`src/rtl/adder_pkg.sv`:
```
// Shared types for the bit-serial adder and its operand feeder.
package adder_pkg;
  localparam int W     = 8;
  localparam int FRAME = W + 1;

  typedef logic [W-1:0]            operand_t;
  typedef logic [W:0]              sum_t;
  typedef logic [$clog2(W+1)-1:0]  frame_cnt_t;

  typedef struct packed {
    operand_t m;
    operand_t n;
  } pair_t;
endpackage

```
`src/rtl/sync_fifo.sv`:
```
// Single-clock FIFO, any DEPTH >= 1, element type T, with occupancy count.
module sync_fifo #(
  parameter int  DEPTH = 2,
  parameter type T     = logic [7:0],
  localparam int AW    = (DEPTH > 1) ? $clog2(DEPTH) : 1,
  localparam int CW    = $clog2(DEPTH + 1)
)(
  input  logic          clk_i,
  input  logic          rst_ni,
  input  logic          push_i,
  input  logic          pop_i,
  input  T              data_i,
  output T              data_o,
  output logic          full_o,
  output logic          empty_o,
  output logic [CW-1:0] count_o
);
  T              mem [DEPTH];
  logic [AW-1:0] wr_ptr, rd_ptr;
  logic          do_push, do_pop;

  function automatic logic [AW-1:0] inc(input logic [AW-1:0] p);
    return (p == AW'(DEPTH - 1)) ? '0 : p + AW'(1);
  endfunction

  assign full_o  = (count_o == CW'(DEPTH));
  assign empty_o = (count_o == '0);
  assign do_pop  = pop_i & ~empty_o;
  // A push into a full queue is fine when the head leaves on the same edge.
  assign do_push = push_i & (~full_o | do_pop);
  assign data_o  = mem[rd_ptr];

  always_ff @(posedge clk_i or negedge rst_ni) begin
    if (!rst_ni) begin
      wr_ptr  <= '0;
      rd_ptr  <= '0;
      count_o <= '0;
      for (int i = 0; i < DEPTH; i++) mem[i] <= '0;
    end else begin
      if (do_push) begin
        mem[wr_ptr] <= data_i;
        wr_ptr      <= inc(wr_ptr);
      end
      if (do_pop) rd_ptr <= inc(rd_ptr);
      if (do_push & ~do_pop)      count_o <= count_o + CW'(1);
      else if (do_pop & ~do_push) count_o <= count_o - CW'(1);
    end
  end
endmodule

```
`src/rtl/adder_operand_feeder.sv`:
```
// Valid/ready wrapper around the free-running bit-serial adder: feeds one operand
// pair per W+1-cycle frame and collects each W+1-bit sum in order.
module adder_operand_feeder
  import adder_pkg::*;
#(
  parameter int W         = adder_pkg::W,
  parameter int INQ_DEPTH = 2,
  parameter int RES_DEPTH = 4,
  parameter int PHASE0    = 0
)(
  input  logic         clk_i,
  input  logic         rst_ni,
  input  logic         in_valid_i,
  output logic         in_ready_o,
  input  logic [W-1:0] in_m_i,
  input  logic [W-1:0] in_n_i,
  output logic [W-1:0] add_m_o,
  output logic [W-1:0] add_n_o,
  input  logic [W:0]   add_sum_i,
  output logic         res_valid_o,
  input  logic         res_ready_i,
  output logic [W:0]   res_sum_o,
  output logic         busy_o
);
  localparam int FW = $clog2(W + 1);
  localparam int IW = $clog2(INQ_DEPTH + 1);
  localparam int RW = $clog2(RES_DEPTH + 1);

  typedef struct packed {
    logic [W-1:0] m;
    logic [W-1:0] n;
  } pair_w_t;

  logic [FW-1:0] f;
  logic          f_first, f_last;
  logic          tag_run, tag_cap;
  pair_w_t       in_pair, head_pair;
  logic          in_full, in_empty, res_empty;
  logic [RW-1:0] res_count;
  logic [RW:0]   occupancy;
  logic          credit_ok, issue, res_push, res_pop;
  logic [IW-1:0] unused_in_count;
  logic          unused_res_full;

  assign f_first = (f == '0);
  assign f_last  = (f == FW'(W));

  // Results already queued plus those still travelling through the adder must
  // fit, so the result queue can never be pushed while full.
  assign occupancy = {1'b0, res_count} + (RW+1)'(tag_run) + (RW+1)'(tag_cap);
  assign credit_ok = (occupancy < (RW+1)'(RES_DEPTH));
  assign issue     = f_last & ~in_empty & credit_ok;
  assign res_push  = f_first & tag_cap;
  assign res_pop   = res_valid_o & res_ready_i;

  assign in_pair     = '{m: in_m_i, n: in_n_i};
  assign in_ready_o  = ~in_full;
  assign res_valid_o = ~res_empty;
  assign busy_o      = ~in_empty | tag_run | tag_cap | res_valid_o;

  always_ff @(posedge clk_i or negedge rst_ni) begin
    if (!rst_ni) begin
      f       <= FW'(PHASE0);
      tag_run <= 1'b0;
      tag_cap <= 1'b0;
      add_m_o <= '0;
      add_n_o <= '0;
    end else begin
      f <= f_last ? '0 : f + FW'(1);
      if (f_last) begin
        // The adder publishes the finishing frame's sum on this same edge.
        tag_cap <= tag_run;
        tag_run <= issue;
        if (issue) begin
          add_m_o <= head_pair.m;
          add_n_o <= head_pair.n;
        end
      end else if (f_first) begin
        tag_cap <= 1'b0;
      end
    end
  end

  sync_fifo #(.DEPTH(INQ_DEPTH), .T(pair_w_t)) u_in_q (
    .clk_i   (clk_i),
    .rst_ni  (rst_ni),
    .push_i  (in_valid_i & in_ready_o),
    .pop_i   (issue),
    .data_i  (in_pair),
    .data_o  (head_pair),
    .full_o  (in_full),
    .empty_o (in_empty),
    .count_o (unused_in_count)
  );

  sync_fifo #(.DEPTH(RES_DEPTH), .T(logic [W:0])) u_res_q (
    .clk_i   (clk_i),
    .rst_ni  (rst_ni),
    .push_i  (res_push),
    .pop_i   (res_pop),
    .data_i  (add_sum_i),
    .data_o  (res_sum_o),
    .full_o  (unused_res_full),
    .empty_o (res_empty),
    .count_o (res_count)
  );
endmodule

```
`config.mk`:
```
export PLATFORM = sky130hd
export DESIGN_NAME = adder_operand_feeder
export DESIGN_NICKNAME = d
export VERILOG_FILES = /design/src/rtl/adder_pkg.sv /design/src/rtl/sync_fifo.sv /design/src/rtl/adder_operand_feeder.sv
export SDC_FILE = /design/constraint.sdc
export NUM_CORES = 1
export LEC_CHECK = 0
export BUFFER_PORTS_ARGS = -buffer_cell sky130_fd_sc_hd__buf_4
export CORE_AREA = 2 2 103 105
export DETAILED_ROUTE_END_ITERATION = 6
export DIE_AREA = 0 0 105 107
export PLACE_DENSITY = 0.67
export SYNTH_ARGS = -nofsm -noshare
export SYNTH_HDL_FRONTEND = slang
export SYNTH_SLANG_ARGS = --single-unit
```
`constraint.sdc`:
```
create_clock -name clk_i -period 4.2 [get_ports clk_i]
set_input_delay 0.21 -clock clk_i [delete_from_list [all_inputs] [get_ports clk_i]]
set_output_delay 0.21 -clock clk_i [all_outputs]
set_load 0.01 [all_outputs]
```
* After elaboration in Yosys (flattened, before gate mapping)
Cells that the tools add are included.
Cells by class: add/sub/neg operators 11, order comparisons 7, equality and inequality tests 5, mux-type cells 23, bitwise gates (word level) 30, reduce and logical (&&, ||, !) cells 9
Operator list (number):
- $mux W16 | 4
- $bwmux W36 | 1
- $bwmux W32 | 1
- $mux W9 | 3
- $bmux W9 S2 | 1
- $demux W9 S2 | 1
- $demux W16 S1 | 1
- $and A1 B1 Y1 | 13
- $mux W2 | 4
- $not A1 Y1 | 8
- $add A2 B1 Y2 const B | 3
- $eq A2 B2 Y1 const B | 3
- $ge A3 B3 Y1 const B | 2
- $mux W3 | 2
- $not A2 Y3 | 2
- $reduce_bool A2 Y1 | 3
- $or A1 B1 Y1 | 5
- $add A3 B1 Y4 | 1
- $add A4 B1 Y4 | 1
- $add A4 B1 Y4 const B | 1
- $eq A4 B4 Y1 const B | 1
- $ge A2 B2 Y1 const B | 2
- $logic_not A4 Y1 | 1
- $lt A4 B3 Y1 const B | 1
- other kinds (14) | 20
Storage, ports and cells: register bits after elaboration 101, bits of input ports 29, output and inout bits 28

* Depth between registers and ports, before layout
depth in word-level cells 11, mapped depth 11

* Cells and area by module
From an unflattened synthesis, not the netlist that was laid out.
Second synthesis, totals: cells, all modules 297, area total of the unflattened synthesis 4738.3 um^2
By module, submodules not included:
- sync_fifo (u_res_q) | times used 1, cells each 125, area each 2158.3 um^2, seq. area each 1076.0 um^2
- sync_fifo (u_in_q) | times used 1, cells each 103, area each 1610.3 um^2, seq. area each 900.9 um^2
- adder_operand_feeder | times used 1, cells each 69, area each 969.7 um^2, seq. area each 550.5 um^2

* Worst setup path before layout
OpenSTA, ideal clock, no wires.
kind flip-flop to flip-flop, start point register u_res_q.count_o[0], end point register u_in_q.count_o[1], library setup time 79 ps, arrival 2353 ps, data required time 4121 ps, path slack 1767 ps, stages on the path, launching flop included 9, period minus slack after synthesis 2433 ps, path through dfrtp_1 > ha_1 > a21o_1 > a2111oi_4 > buf_8 > inv_1 > ha_1 > nor2_1 > xor2_1
On the way: longest elaborated chain between the ends 10, elaborated cells on any way between the ends 13, those cells by class 2 x add/sub; 1 x order compare; 1 x mux; 8 x bitwise; 1 x reduce/logical
RTL lines:
- from (decl) | line sync_fifo.sv:16 | output logic [CW-1:0] count_o
- from (signal assigned) | line sync_fifo.sv:45 | if (do_push & ~do_pop) count_o <= count_o + CW'(1);
- from (signal assigned) | line sync_fifo.sv:46 | else if (do_pop & ~do_push) count_o <= count_o - CW'(1);
- $add A3 B1 Y4 (*) | line adder_operand_feeder.sv:50 | assign occupancy = {1'b0, res_count} + (RW+1)'(tag_run) + (RW+1)'(tag_cap);
- $add A4 B1 Y4 (*) | line adder_operand_feeder.sv:50
- $lt A4 B3 Y1 (*) | line adder_operand_feeder.sv:51 | assign credit_ok = (occupancy < (RW+1)'(RES_DEPTH));
- $and A1 B1 Y1 (*) | line adder_operand_feeder.sv:52 | assign issue = f_last & ~in_empty & credit_ok;
- $and A1 B1 Y1 (*) | line sync_fifo.sv:28 | assign do_pop = pop_i & ~empty_o;
- $or A1 B1 Y1 | line sync_fifo.sv:30 | assign do_push = push_i & (~full_o | do_pop);
- $and A1 B1 Y1 | line sync_fifo.sv:30
- $not A1 Y1 | line sync_fifo.sv:46
- $and A1 B1 Y1 | line sync_fifo.sv:46
- $reduce_bool A2 Y1 (no line)
- to (signal assigned) | line sync_fifo.sv:45
- to (signal assigned) | line sync_fifo.sv:46
- to (decl) | line sync_fifo.sv:16
Mark *: on every way between the ends. The rest lies on a longest branch, timed or not. A chain may end at the register's enable or synchronous reset.

* Final worst setup path
start point register u_res_q.count_o[1], end point register u_res_q.count_o[1]
On the way: longest elaborated chain between the ends 9, elaborated cells on any way between the ends 17, those cells by class 2 x add/sub; 1 x eq/ne; 2 x mux; 10 x bitwise; 2 x reduce/logical
RTL lines:
- $logic_not A3 Y1 | line sync_fifo.sv:27 | assign empty_o = (count_o == '0);
- $not A1 Y1 | line sync_fifo.sv:28, adder_operand_feeder.sv:58
- $and A1 B1 Y1 | line adder_operand_feeder.sv:54 | assign res_pop = res_valid_o & res_ready_i;
- $and A1 B1 Y1 | line sync_fifo.sv:28
- $or A1 B1 Y1 (*) | line sync_fifo.sv:30
- $and A1 B1 Y1 (*) | line sync_fifo.sv:30
- net u_res_q.do_push | line sync_fifo.sv:20 | logic do_push, do_pop;
- $not A1 Y1 | line sync_fifo.sv:46
- $and A1 B1 Y1 | line sync_fifo.sv:46
- $reduce_bool A2 Y1 (no line)
Mark *: on every way through the listed nets, which the timed path passes. The rest lies on a longest branch. The select of a mux whose other input is x is not followed.

==> flow_summary.toml <==
[critical_path]
cp-end-kind = "flop"
path_cells = "or4b_1 -> and2_1 -> ha_1 -> inv_1 -> fa_1 -> mux2_2"
cp_top_family = "simple AND/OR/NAND/NOR gates"
start_kind = "flop"
cp_slowest_cell = "or4b_1"
crit_required_ns = 4.43
cp_slowest_stage_delay_ns = 0.71
arrival_ns = 2.74
critPathBufInv = 1
path_max_fanout = 7
setup.worst_path.class = "flop to flop"

[clock_network]
insertion_delay_ns = 0.35
cts_max_path_buffers = 2
cts-root-buf = "clkbuf_8"
cts_inserted_buffers = 9
tritoncts_num_sinks = 101
path_clk_slew_ns = 0.10
cts_tree = "yes"
htree_levels = 3
cts_hold_buf = 1
post-cts-setup-buffers = 0
cts_resized = 0

[yosys]
async_flop_share_pct = 100
synth_top_family_by_area = "multiplexers"
yosysWarnings = 0
synth_nets = 326
synth_top_area_share_pct = 56.2
synth_top_cells_by_area = "dfrtp_1 56%, mux2_2 24%, mux4_2 4.5%"
synth_adder_area_share_pct = 3.23
synthesis.area_sq_mm = 0.00449
synth_cells = 286
synth.area.mux_share_pct = 30.9
synth_seq_cells = 101
synth_xor_area_share_pct = 1.56
yosysUniqueCellTypes = 31
avgSynthCellArea_sq_um = 15.7
synth_seq_area_share_pct = 56.2
synth_compound_area_share_pct = 1.75
post-synth-top-area-cell = "dfrtp_1"
synth-simple-area-share_pct = 4.34
synth_enable_flop_cells = 0
synth_flop_cell = "dfrtp_1"

[sta]
finalCriticalPeriod_ns = 2.50
slew_violations = 0
tightestPinTransition_ns = 0.886
hold_viol = 0
setup_violations = 0
rsz0062_at_grt = "no"
min_period_over_period_pct = 59.6
max_freq_ghz = 0.400
clock_skew_ns = 0.0129
relSlewSlack_pct = 40.8
fin_setup_tns_ns = 0

[place]
gp_congestion = 0.726
dp_hpwl_mm = 5.19
io_buffers = 56

[layout]
regArea_sq_mm = 0.00253
multi_input_area_sq_mm = 0.00188
drive_gt1_share_pct = 55.6
syn2layout_area_growth_pct = 16.4
finalNetCount = 386
fillers = 900
num_antenna_cells = 0

[floorplanning]
dieArea_sq_mm = 0.0112
coreArea_sq_mm = 0.0101
ios = 57
die_y_um = 107
rows = 37
initial_core_util_pct = 44.5
die_w_um = 105

[pwr]
peakVddDrop_mv = 0.313
power_w = 0.00359
leakage_nw = 2.36
power_density_mw_per_mm2 = 685

[worst_hold_path]
min_path_type = "input port to flop"

[global_route]
groute.usage.overall_pct = 15.3
grt_pass1_wl_mm = 13.4
antenna_found_initial = 0
overflow = 0
grt_max_degree = 67
grt_pass1_vias = 2608

[drt]
first_pass_iters = 4
drt_iter0_drc = 55
wirelength_mm = 7.77
drt_drc_violations_left = 0
ant_nets = 0
via_count = 2433
avgViaCountPerCell = 5.00
routedWlPerCell_um = 16.0

[outcome]
status = "completed"

[run]
cap_viol_max_count = 0
-- metal layers --
| metal | track usage (%) | part of all wire (%) | vias to the layer above |
|---|---|---|---|
| li1 | - | - | 1150 |
| met1 | 19.6 | 45 | 1232 |
| met2 | 25.6 | 50 | 49 |
| met3 | 4.74 | 5.1 | 2 |
| met4 | 3.14 | 0.46 | 0 |
| met5 | 0 | 0 | - |
-- flip-flops by register name, indices dropped and copies added (netlist names), 3 cells and up --
register	flops
u_res_q.count_o	3
u_in_q.mem	32
f	4
add_n_o	8
u_res_q.mem	36
add_m_o	8
-- power breakdown --
group / internal, W / total (W) / switching (W)
combinational: 0.000851 / 0.00129 / 0.000439
clock: 0.000239 / 0.000569 / 0.000330
sequential: 0.00140 / 0.00173 / 0.000324
-- Yosys cell counts (2+ instances only) --
cell	n
mux2_2	96
nand2_1	3
mux4_2	9
xor2_1	6
ha_1	10
nand3_1	5
xnor2_1	2
inv_1	7
nand3_2	4
buf_2	5
clkbuf_1	3
and2_1	2
mux2_4	7
nand2b_1	2
a21o_1	2
dfrtp_1	101
o21ai_0	4
nor2_1	5
-- cell type report --
class / instances / area share (%)
repair buffers: 59 / 8.51
clock inverters: 5 / 0.837
clock buffers: 11 / 2.70
inverters: 7 / 0.502
multi-input cells: 168 / 35.9
well taps: 136 / 3.25
flip-flops and latches: 101 / 48.3
-- kinds of logic after synthesis --
family / Yosys count
mux: 112
buf+inv: 17
compound gates: 9
fa+ha+maj: 11
xor+xnor: 8
simple gates: 28
flops: 101
-- cell usage in the layout (no fill, tap or decap), types with 3 or more instances in the layout --
cell type,instances
nand2_1,3
buf_4,58
mux2_4,7
mux2_2,96
dfrtp_1,101
clkbuf_8,10
o21ai_0,4
xor2_1,6
nor2_1,5
inv_1,7
nand3_2,4
ha_1,10
nand3_1,5
mux4_2,9
-- through the flow --
| stage | setup slack [ns] | hold WS, ns | util (%) | instances | area, sq um |
|---|---|---|---|---|---|
| 2_1_floorplan | 1.77 | -0.0856 | - | 286 | 4490 |
| 3_3_place_gp | 1.77 | 0.369 | 49.9 | 470 | 5040 |
| 3_5_place_dp | 1.72 | 0.376 | 49.9 | 470 | 5040 |
| 4_1_cts | 1.70 | 0.0679 | 51.8 | 487 | 5230 |
| 5_1_grt | 1.55 | 0.0567 | 51.8 | 487 | 5230 |
| 6_report | 1.70 | 0.0902 | 51.8 | 487 | 5230 |
-- worst paths after layout --
kind	startpoint	slack [ns]	cells after the start	to
max in group asynchronous	rst_ni	2.72	3	u_res_q.mem[28]$_DFFE_PN0P_
max	u_res_q.count_o[1]$_DFFE_PN0P_	1.70	6	u_res_q.count_o[1]$_DFFE_PN0P_
min in group asynchronous	rst_ni	0.50	2	u_res_q.mem[35]$_DFFE_PN0P_
max reg2reg	u_res_q.count_o[1]$_DFFE_PN0P_	1.70	6	u_res_q.count_o[1]$_DFFE_PN0P_
min	in_n_i[1]	0.09	2	u_in_q.mem[1]$_DFFE_PN0P_
min reg2reg	u_in_q.count_o[1]$_DFFE_PN0P_	0.50	1	u_in_q.count_o[1]$_DFFE_PN0P_
(Power assumes the default switching activity.)
